File: config.mk
export PLATFORM = sky130hd
export DESIGN_NAME = scs_link_decoder
export DESIGN_NICKNAME = d
export VERILOG_FILES = /design/src/rtl/scs_link_pkg.sv /design/src/rtl/scs_link_decoder_dec.sv /design/src/rtl/scs_link_decoder.sv
export SDC_FILE = /design/constraint.sdc
export NUM_CORES = 1
export LEC_CHECK = 0
export CORE_MARGIN = 2
export CORE_UTILIZATION = 42
export DETAILED_ROUTE_END_ITERATION = 16
export PLACE_DENSITY = 0.81
export REMOVE_ABC_BUFFERS = 1
export SYNTH_ARGS = -nofsm -noshare
export SYNTH_HDL_FRONTEND = slang
export SYNTH_SLANG_ARGS = --single-unit
File: constraint.sdc
create_clock -name clk -period 3.4 [get_ports clk]
set_input_delay 0.68 -clock clk [delete_from_list [all_inputs] [get_ports clk]]
set_output_delay 0.68 -clock clk [all_outputs]
set_load 0.02 [all_outputs]
File: src/rtl/scs_link_pkg.sv
// Shared link-flit definitions for the bus-invert encoder and decoder.
// Each byte lane carries 7 payload bits plus an invert flag in the MSB.
package scs_link_pkg;
    localparam int FLIT_W    = 32;
    localparam int LANE_W    = 8;
    localparam int NUM_LANES = 4;
    localparam int INV_BIT   = 7;

    typedef logic [FLIT_W-1:0] flit_t;
    typedef logic [LANE_W-1:0] lane_t;

    typedef struct packed {
        logic [NUM_LANES-1:0] inv;
        flit_t                dat;
    } fifo_entry_t;
endpackage

File: src/rtl/scs_link_decoder_dec.sv
// Single byte-lane bus-invert decode: un-invert the payload, clear the flag position.
// Purely combinational; the flag is reported separately and never inverted.
module dec_module
    import scs_link_pkg::*;
(
    input  lane_t lane_i,
    output lane_t lane_o,
    output logic  inv_o
);
    assign inv_o  = lane_i[INV_BIT];
    assign lane_o = {1'b0, lane_i[INV_BIT-1:0] ^ {INV_BIT{lane_i[INV_BIT]}}};
endmodule

File: src/rtl/scs_link_decoder.sv
// Link receive decoder: per-lane invert removal into a FIFO_DEPTH flit buffer, one-cycle latency.
// Optional statistics counters are built only when SCS_LINK_DEC_STATS_EN is defined.
module scs_link_decoder
    import scs_link_pkg::*;
#(
    parameter int FIFO_DEPTH = 2,
    parameter int CNT_W      = 16
) (
    input  logic                       clk,
    input  logic                       rst,
    input  logic [FLIT_W-1:0]          link_data,
    input  logic                       link_valid,
    output logic                       link_ready,
    output logic [FLIT_W-1:0]          out_data,
    output logic                       out_valid,
    input  logic                       out_ready,
    output logic [NUM_LANES-1:0]       inv_flags,
    input  logic                       stat_clr,
    output logic [NUM_LANES*CNT_W-1:0] stat_inv_cnt,
    output logic [CNT_W-1:0]           stat_flit_cnt
);
    localparam int PTR_W = $clog2(FIFO_DEPTH);
    localparam int CNT_B = PTR_W + 1;

    flit_t                dec_flit;
    logic [NUM_LANES-1:0] dec_inv;

    for (genvar k = 0; k < NUM_LANES; k++) begin : g_lane
        dec_module u_dec (
            .lane_i (link_data[k*LANE_W +: LANE_W]),
            .lane_o (dec_flit[k*LANE_W +: LANE_W]),
            .inv_o  (dec_inv[k])
        );
    end

    fifo_entry_t      mem_q [FIFO_DEPTH];
    logic [PTR_W-1:0] wr_ptr_q, wr_ptr_d;
    logic [PTR_W-1:0] rd_ptr_q, rd_ptr_d;
    logic [CNT_B-1:0] count_q, count_d;
    logic             push, pop;
    fifo_entry_t      head;

    // link_ready depends only on registered count (and reset), never on out_ready.
    assign link_ready = !rst && (count_q != CNT_B'(FIFO_DEPTH));
    assign out_valid  = (count_q != '0);
    assign push       = link_valid && link_ready;
    assign pop        = out_valid && out_ready;
    assign head       = mem_q[rd_ptr_q];
    assign out_data   = out_valid ? head.dat : '0;
    assign inv_flags  = out_valid ? head.inv : '0;

    always_comb begin
        wr_ptr_d = wr_ptr_q;
        rd_ptr_d = rd_ptr_q;
        count_d  = count_q;
        if (push) wr_ptr_d = wr_ptr_q + 1'b1;
        if (pop)  rd_ptr_d = rd_ptr_q + 1'b1;
        case ({push, pop})
            2'b10:   count_d = count_q + 1'b1;
            2'b01:   count_d = count_q - 1'b1;
            default: count_d = count_q;
        endcase
    end

    always_ff @(posedge clk) begin
        if (rst) begin
            wr_ptr_q <= '0;
            rd_ptr_q <= '0;
            count_q  <= '0;
        end else begin
            wr_ptr_q <= wr_ptr_d;
            rd_ptr_q <= rd_ptr_d;
            count_q  <= count_d;
        end
    end

    // Storage needs no reset: outputs are masked while the buffer is empty.
    always_ff @(posedge clk) begin
        if (push) mem_q[wr_ptr_q] <= '{inv: dec_inv, dat: dec_flit};
    end

`ifdef SCS_LINK_DEC_STATS_EN
    logic [CNT_W-1:0]                  flit_cnt_q, flit_cnt_d;
    logic [NUM_LANES-1:0][CNT_W-1:0]   inv_cnt_q, inv_cnt_d;

    always_comb begin
        flit_cnt_d = flit_cnt_q;
        inv_cnt_d  = inv_cnt_q;
        if (stat_clr) begin
            flit_cnt_d = '0;
            inv_cnt_d  = '0;
        end else if (push) begin
            if (flit_cnt_q != '1) flit_cnt_d = flit_cnt_q + 1'b1;
            for (int k = 0; k < NUM_LANES; k++) begin
                if (dec_inv[k] && inv_cnt_q[k] != '1) inv_cnt_d[k] = inv_cnt_q[k] + 1'b1;
            end
        end
    end

    always_ff @(posedge clk) begin
        if (rst) begin
            flit_cnt_q <= '0;
            inv_cnt_q  <= '0;
        end else begin
            flit_cnt_q <= flit_cnt_d;
            inv_cnt_q  <= inv_cnt_d;
        end
    end

    assign stat_flit_cnt = flit_cnt_q;
    assign stat_inv_cnt  = inv_cnt_q;
`else
    logic unused_stat_clr;
    assign unused_stat_clr = stat_clr;
    assign stat_flit_cnt   = '0;
    assign stat_inv_cnt    = '0;
`endif
endmodule

==> impl_metrics.csv, run 1 <==
group,metric,value,unit
critical_path,crit_arrival,2020,ps
timing,max_freq,370,MHz
timing,setup_tns,0,ps
timing,slew_headroom,0.667,
timing,setup_viol,0,
global_routing,track_usage,0.127,
logic_synthesis,synthSimpleGateAreaFrac,0.0493,
critical_path,reg2regPathDepth,4,
critical_path,crit_start,"rst",
detailed_routing,dr.first_iter.drc_count,30,
critical_path,cp-endpoint,"link_ready",
final_layout,seq_area,2020,um^2
logic_synthesis,yosysWarnings,0,
critical_path,r2r_end,"mem_q[0][23]",
final_layout,final_util,0.517,
worst_hold_path,min_path_type,"flop to flop",
power,p_int,1810,uW
logic_synthesis,syn-mean-instance-area,12.6,um^2
placed_design,dp_cells,446,
die,die_y,95.6,um
critical_path,end_kind,"output port",
critical_path,r2r_slack,1480,ps
timing,hold_viol,0,
power,power_density,652,nW/um^2
die,initial_core_util,0.431,
logic_synthesis,synth_fa_ha_area_frac,0.00355,
cts,postCtsSetupBuffers,0,
critical_path,required,2720,ps
timing,tightest_slew,497,ps
final_layout,mostFrequentLayoutCells,"conb_1, clkdlybuf4s50_1, edfxtp_1, nor2_1, mux2i_1",
placed_design,postPlaceCellArea,4030,um^2
cts,clockBufferDepth,2,
detailed_routing,wl_per_cell,12.3,um
timing,rsz0062_at_grt,"no",
final_layout,n_fill_cell,714,
cts,cts_tree,"built",
cts,ctsHoldBuffers,0,
final_layout,multiInputGateArea,1130,um^2
die,fp.coreArea,8180,um^2
final_layout,final_common_cell,"conb_1",
status,status,"finished clean",
die,die-width,95.6,um
detailed_routing,drc_errors,0,
detailed_routing,vias_per_cell,4.18,
critical_path,reg2reg_from,"count_q[0]",
timing,fin_crit,2700,ps
power,p_sw_frac,0.342,
cts,clk_latency,340,ps
power,seqPwrFrac,0.391,
power,leakage,0.00160,uW
detailed_routing,drt_wl_total,5670,um
cts,htree_levels,3,
logic_synthesis,synth_compound_area_frac,0.00710,
detailed_routing,vias,1931,
detailed_routing,firstDrtPassIters,4,
timing,layout_setup_ws,700,ps
cts,post_cts_resized,0,
global_routing,grt_pass1_wl,8420,um
critical_path,path_class,"input pin to output port",
final_layout,final_cell_area,4220,um^2
logic_synthesis,synth_cell_types,17,
global_routing,grt_antenna_before_repair,0,
critical_path,crit_fanout,7,
cts,clk_pin_slew,80,ps
logic_synthesis,synthCells,280,
detailed_routing,postRouteAntennaNets,0,
logic_synthesis,synthMuxAreaShare,0.0909,
global_routing,overflow,0,
logic_synthesis,syn_area,3520,um^2
global_routing,grt_pass1_vias,1819,
cts,numCtsBuffers,9,
timing,fin_crit_sh,0.794,
placed_design,dp_slack,710,ps
final_layout,nets,390,
final_layout,diodes,0,
logic_synthesis,synth-seq-cells,69,
cts,clockRootBuffer,"clkbuf_8",
timing,slew_viol_final,0,
logic_synthesis,synth_top_family_by_area,"buffers and inverters",
die,fp-row-count,33,
power,vdd_ir_drop_max,460,uV
run,cap_violations,0,
power,clkPwrFrac,0.228,
logic_synthesis,synth-seq-area-share,0.574,
die,die-area,9140,um^2
global_routing,grt_max_degree,30,
final_layout,syn2layout_area_growth,19.8,%
power,p_sw,942,uW
die,boundaryPins,155,
final_layout,drive_gt1_frac,0.0616,
placed_design,portBuffers,69,
timing,skew,13.5,ps
critical_path,start_kind,"input pin",
cts,cts.sinks,69,
placed_design,dp_hpwl,3960,um
power,pwr-share-comb,0.381,
placed_design,globalplace.congestion,0.699,
final_layout,instances_no_fill,462,
logic_synthesis,synth-xor-area-share,0.0770,
[worst max-delay path: stages]
cell and delay [ps]:
clkdlybuf4s50_1 540, nor2_1 180, clkdlybuf4s50_1 620
[state kept, by name, summed over array words and instances (netlist names), named ones only]
signal	cells
count_q	2
mem_q	64
rd_ptr_q	1
wr_ptr_q	1
[synth_stat cells, drive strengths merged]
library cell / number / area [um^2]
or3: 3 / 18.8
edfxtp: 64 / 1920
nor2: 38 / 143
and3: 1 / 6.26
ha: 1 / 12.5
xnor2: 1 / 8.76
a21oi: 2 / 10.0
mux2i: 32 / 320
buf: 94 / 681
o21ai: 3 / 15.0
dfxtp: 5 / 100
clkbuf: 1 / 3.75
nor2b: 1 / 6.26
conb: 1 / 3.75
xor2: 30 / 263
inv: 3 / 11.3
[per-layer routing]
layer  up-vias  part of all wire  track usage
li1        913                 -            -
met1       909              0.37        0.129
met2       100              0.54        0.231
met3         9             0.072       0.0387
met4         0             0.017       0.0667
met5         -                 0            0
[cell families (layout without fill, tap and decap cells)]
group | after synthesis | in the layout
buffers and inverters | 98 | 92
DFF | 69 | 69
and+or+nand+nor | 43 | 43
muxes | 32 | 32
xor gates and xnor gates | 31 | 31
AOI/OAI and AO/OA | 5 | 5
adders and majority gates | 1 | 1
other | 1 | 84
[power groups by stage]
| stage | clock [uW] | combinational [uW] | sequential, uW |
|---|---|---|---|
| 6_report | 627 | 1050 | 1080 |
| 5_1_grt | 682 | 1140 | 1080 |
| 4_1_cts | 644 | 1070 | 1080 |
| 3_5_place_dp | 0 | 1060 | 1100 |
| 3_3_place_gp | 0 | 1040 | 1090 |
| 2_1_floorplan | 0 | 583 | 1120 |
[stage by stage]
step	total power (uW)	hold slack, ps
2_1_floorplan	1700	461
3_3_place_gp	2140	486
3_5_place_dp	2160	504
4_1_cts	2790	525
5_1_grt	2900	588
6_report	2750	518
[how the worst min path moves through the flow]
stage / startpoint / end / slack [ps] / cells past startpoint
after floorplan: wr_ptr_q / wr_ptr_q / 460 / 2
after global placement: rd_ptr_q / rd_ptr_q / 490 / 2
after detailed placement: rd_ptr_q / rd_ptr_q / 500 / 2
after CTS: rd_ptr_q / rd_ptr_q / 530 / 2
after global routing: rd_ptr_q / rd_ptr_q / 590 / 2
final: rd_ptr_q / rd_ptr_q / 520 / 2
[layout make-up]
type                    instances  share of cell area
multi-input cells             196               0.269
clock inverters                 7              0.0157
repair buffers                 73               0.174
clock buffers                   9              0.0293
well taps                     105              0.0311
inverters                       3             0.00267
flip-flops and latches         69               0.479
(Power assumes the default switching activity.)
==> run 2, diff against run 1 <==
- CORE_UTILIZATION: 42 -> 38
- PLACE_DENSITY: 0.81 -> 0.78
- clock period: 3.4 -> 2.2 ns (I/O delays scaled with it)
==> impl_metrics.csv, run 2 (same netlist as run 1, synthesis figures left out) <==
group,metric,value,unit
status,status,"finished clean",
critical_path,crit_arrival,1660,ps
final_layout,mostFrequentLayoutCells,"conb_1, edfxtp_1, clkdlybuf4s50_1, nor2_1",
timing,skew,6.77,ps
final_layout,multiInputGateArea,1130,um^2
timing,setup_tns,0,ps
timing,setup_viol,0,
global_routing,overflow,0,
cts,clk_pin_slew,70,ps
die,boundaryPins,155,
die,fp-row-count,35,
timing,rsz0062_at_grt,"no",
detailed_routing,vias,1939,
timing,max_freq,476,MHz
cts,postCtsSetupBuffers,0,
run,cap_violations,0,
critical_path,crit_chain,"nor2_2, buf_8, inv_1, clkdlybuf4s50_1",
final_layout,nets,394,
final_layout,final_cell_area,4290,um^2
die,die_y,100,um
cts,clockRootBuffer,"clkbuf_8",
critical_path,cp_slowest_stage_delay,530,ps
final_layout,instances_no_fill,472,
cts,clk_latency,330,ps
power,power_density,999,nW/um^2
critical_path,r2r_end,"count_q[1]",
final_layout,largest_reg_flops,64,
power,leakage,0.00177,uW
critical_path,crit_fanout,33,
final_layout,syn2layout_area_growth,21.6,%
die,die-width,100,um
detailed_routing,vias_per_cell,4.11,
cts,clockBufferDepth,2,
die,fp.coreArea,9110,um^2
global_routing,track_usage,0.113,
placed_design,portBuffers,69,
power,power.total,4280,uW
placed_design,globalplace.congestion,0.612,
global_routing,grt_antenna_before_repair,0,
cts,ctsHoldBuffers,0,
final_layout,final_common_cell,"conb_1",
die,initial_core_util,0.387,
timing,slew_headroom,0.661,
placed_design,dp_cells,456,
cts,numCtsBuffers,9,
critical_path,reg2reg_from,"count_q[1]",
critical_path,reg2regPathDepth,5,
detailed_routing,firstDrtPassIters,4,
cts,cts_tree,"built",
final_layout,final_util,0.471,
final_layout,largestRegisters,"mem_q (64), count_q (2)",
worst_hold_path,min_path_type,"flop to flop",
cts,cts.sinks,69,
final_layout,drive_gt1_frac,0.0776,
detailed_routing,drc_errors,0,
final_layout,diodes,0,
timing,fin_crit_sh,0.955,
global_routing,grt_pass1_vias,1855,
final_layout,seq_area,2020,um^2
timing,slew_viol_final,0,
cts,htree_levels,3,
placed_design,dp_hpwl,4130,um
critical_path,r2r_slack,360,ps
timing,hold_viol,0,
detailed_routing,postRouteAntennaNets,0,
final_layout,n_fill_cell,824,
global_routing,grt_pass1_wl,8600,um
detailed_routing,drt_wl_total,5700,um
detailed_routing,wl_per_cell,12.1,um
critical_path,start_kind,"flop",
die,die-area,10100,um^2
power,vdd_ir_drop_max,520,uV
timing,fin_crit,2100,ps
critical_path,end_kind,"output port",
detailed_routing,dr.first_iter.drc_count,83,
critical_path,path_class,"flop to output port",
critical_path,required,1760,ps
placed_design,postPlaceCellArea,4100,um^2
critical_path,slowest_stage,"clkdlybuf4s50_1",
worst_hold_path,hold_path_depth,2,
final_layout,top_register,"mem_q",
worst_hold_path,worstHoldStart,"rd_ptr_q",
global_routing,grt_max_degree,34,
timing,tightest_slew,507,ps
-- run 2: worst max-delay path by stage --
stage | start | endpoint | slack (ps) | cells after the start
after floorplan | link_valid | mem_q[0][0] | -430 | 3
after global routing | count_q[1] | out_valid | 10 | 4
after CTS | count_q[0] | out_valid | 40 | 4
after detailed placement | link_valid | count_q[1] | -120 | 6
after global placement | link_valid | count_q[1] | -10 | 6
final | count_q[1] | out_valid | 100 | 4
-- run 2: final cells by class --
cell class              instances  area share
flip-flops and latches         69       0.472
well taps                     111      0.0324
inverters                       3     0.00263
clock buffers                  10      0.0298
repair buffers                 77       0.179
clock inverters                 6      0.0201
multi-input cells             196       0.264
-- run 2: metrics by stage --
stage,hold WS [ps],setup WS (ps)
2_1_floorplan,461,-425
3_3_place_gp,489,-13.0
3_5_place_dp,492,-115
4_1_cts,520,35.7
5_1_grt,541,12.5
6_report,529,99.7
-- run 2: power breakdown --
part | switching [uW] | leakage (uW) | internal (uW)
registers | 51.4 | 0.000629 | 1580
logic | 950 | 0.00104 | 600
clock network | 459 | 0.000107 | 638
total | 1460 | 0.00177 | 2820
-- run 2: critical path, delay by kind of cell, from the launching register on --
kind          cells  cell delay, ps
buf+inv           3             820
flops             1             350
simple gates      1             140
-- run 2: repair_timing --
action	in CTS	in global routing
gates resized for setup	33	2
gates cloned	0	0
setup endpoints to repair	33	1
endpoints found under the hold margin	0	0
-- run 2: routing by layer --
layer,vias to the layer above,global-route usage,wire [um]
met3,10,0.0279,417
met1,902,0.120,2110
met4,0,0.0601,119
li1,922,-,-
met5,-,0,0
met2,105,0.205,3050
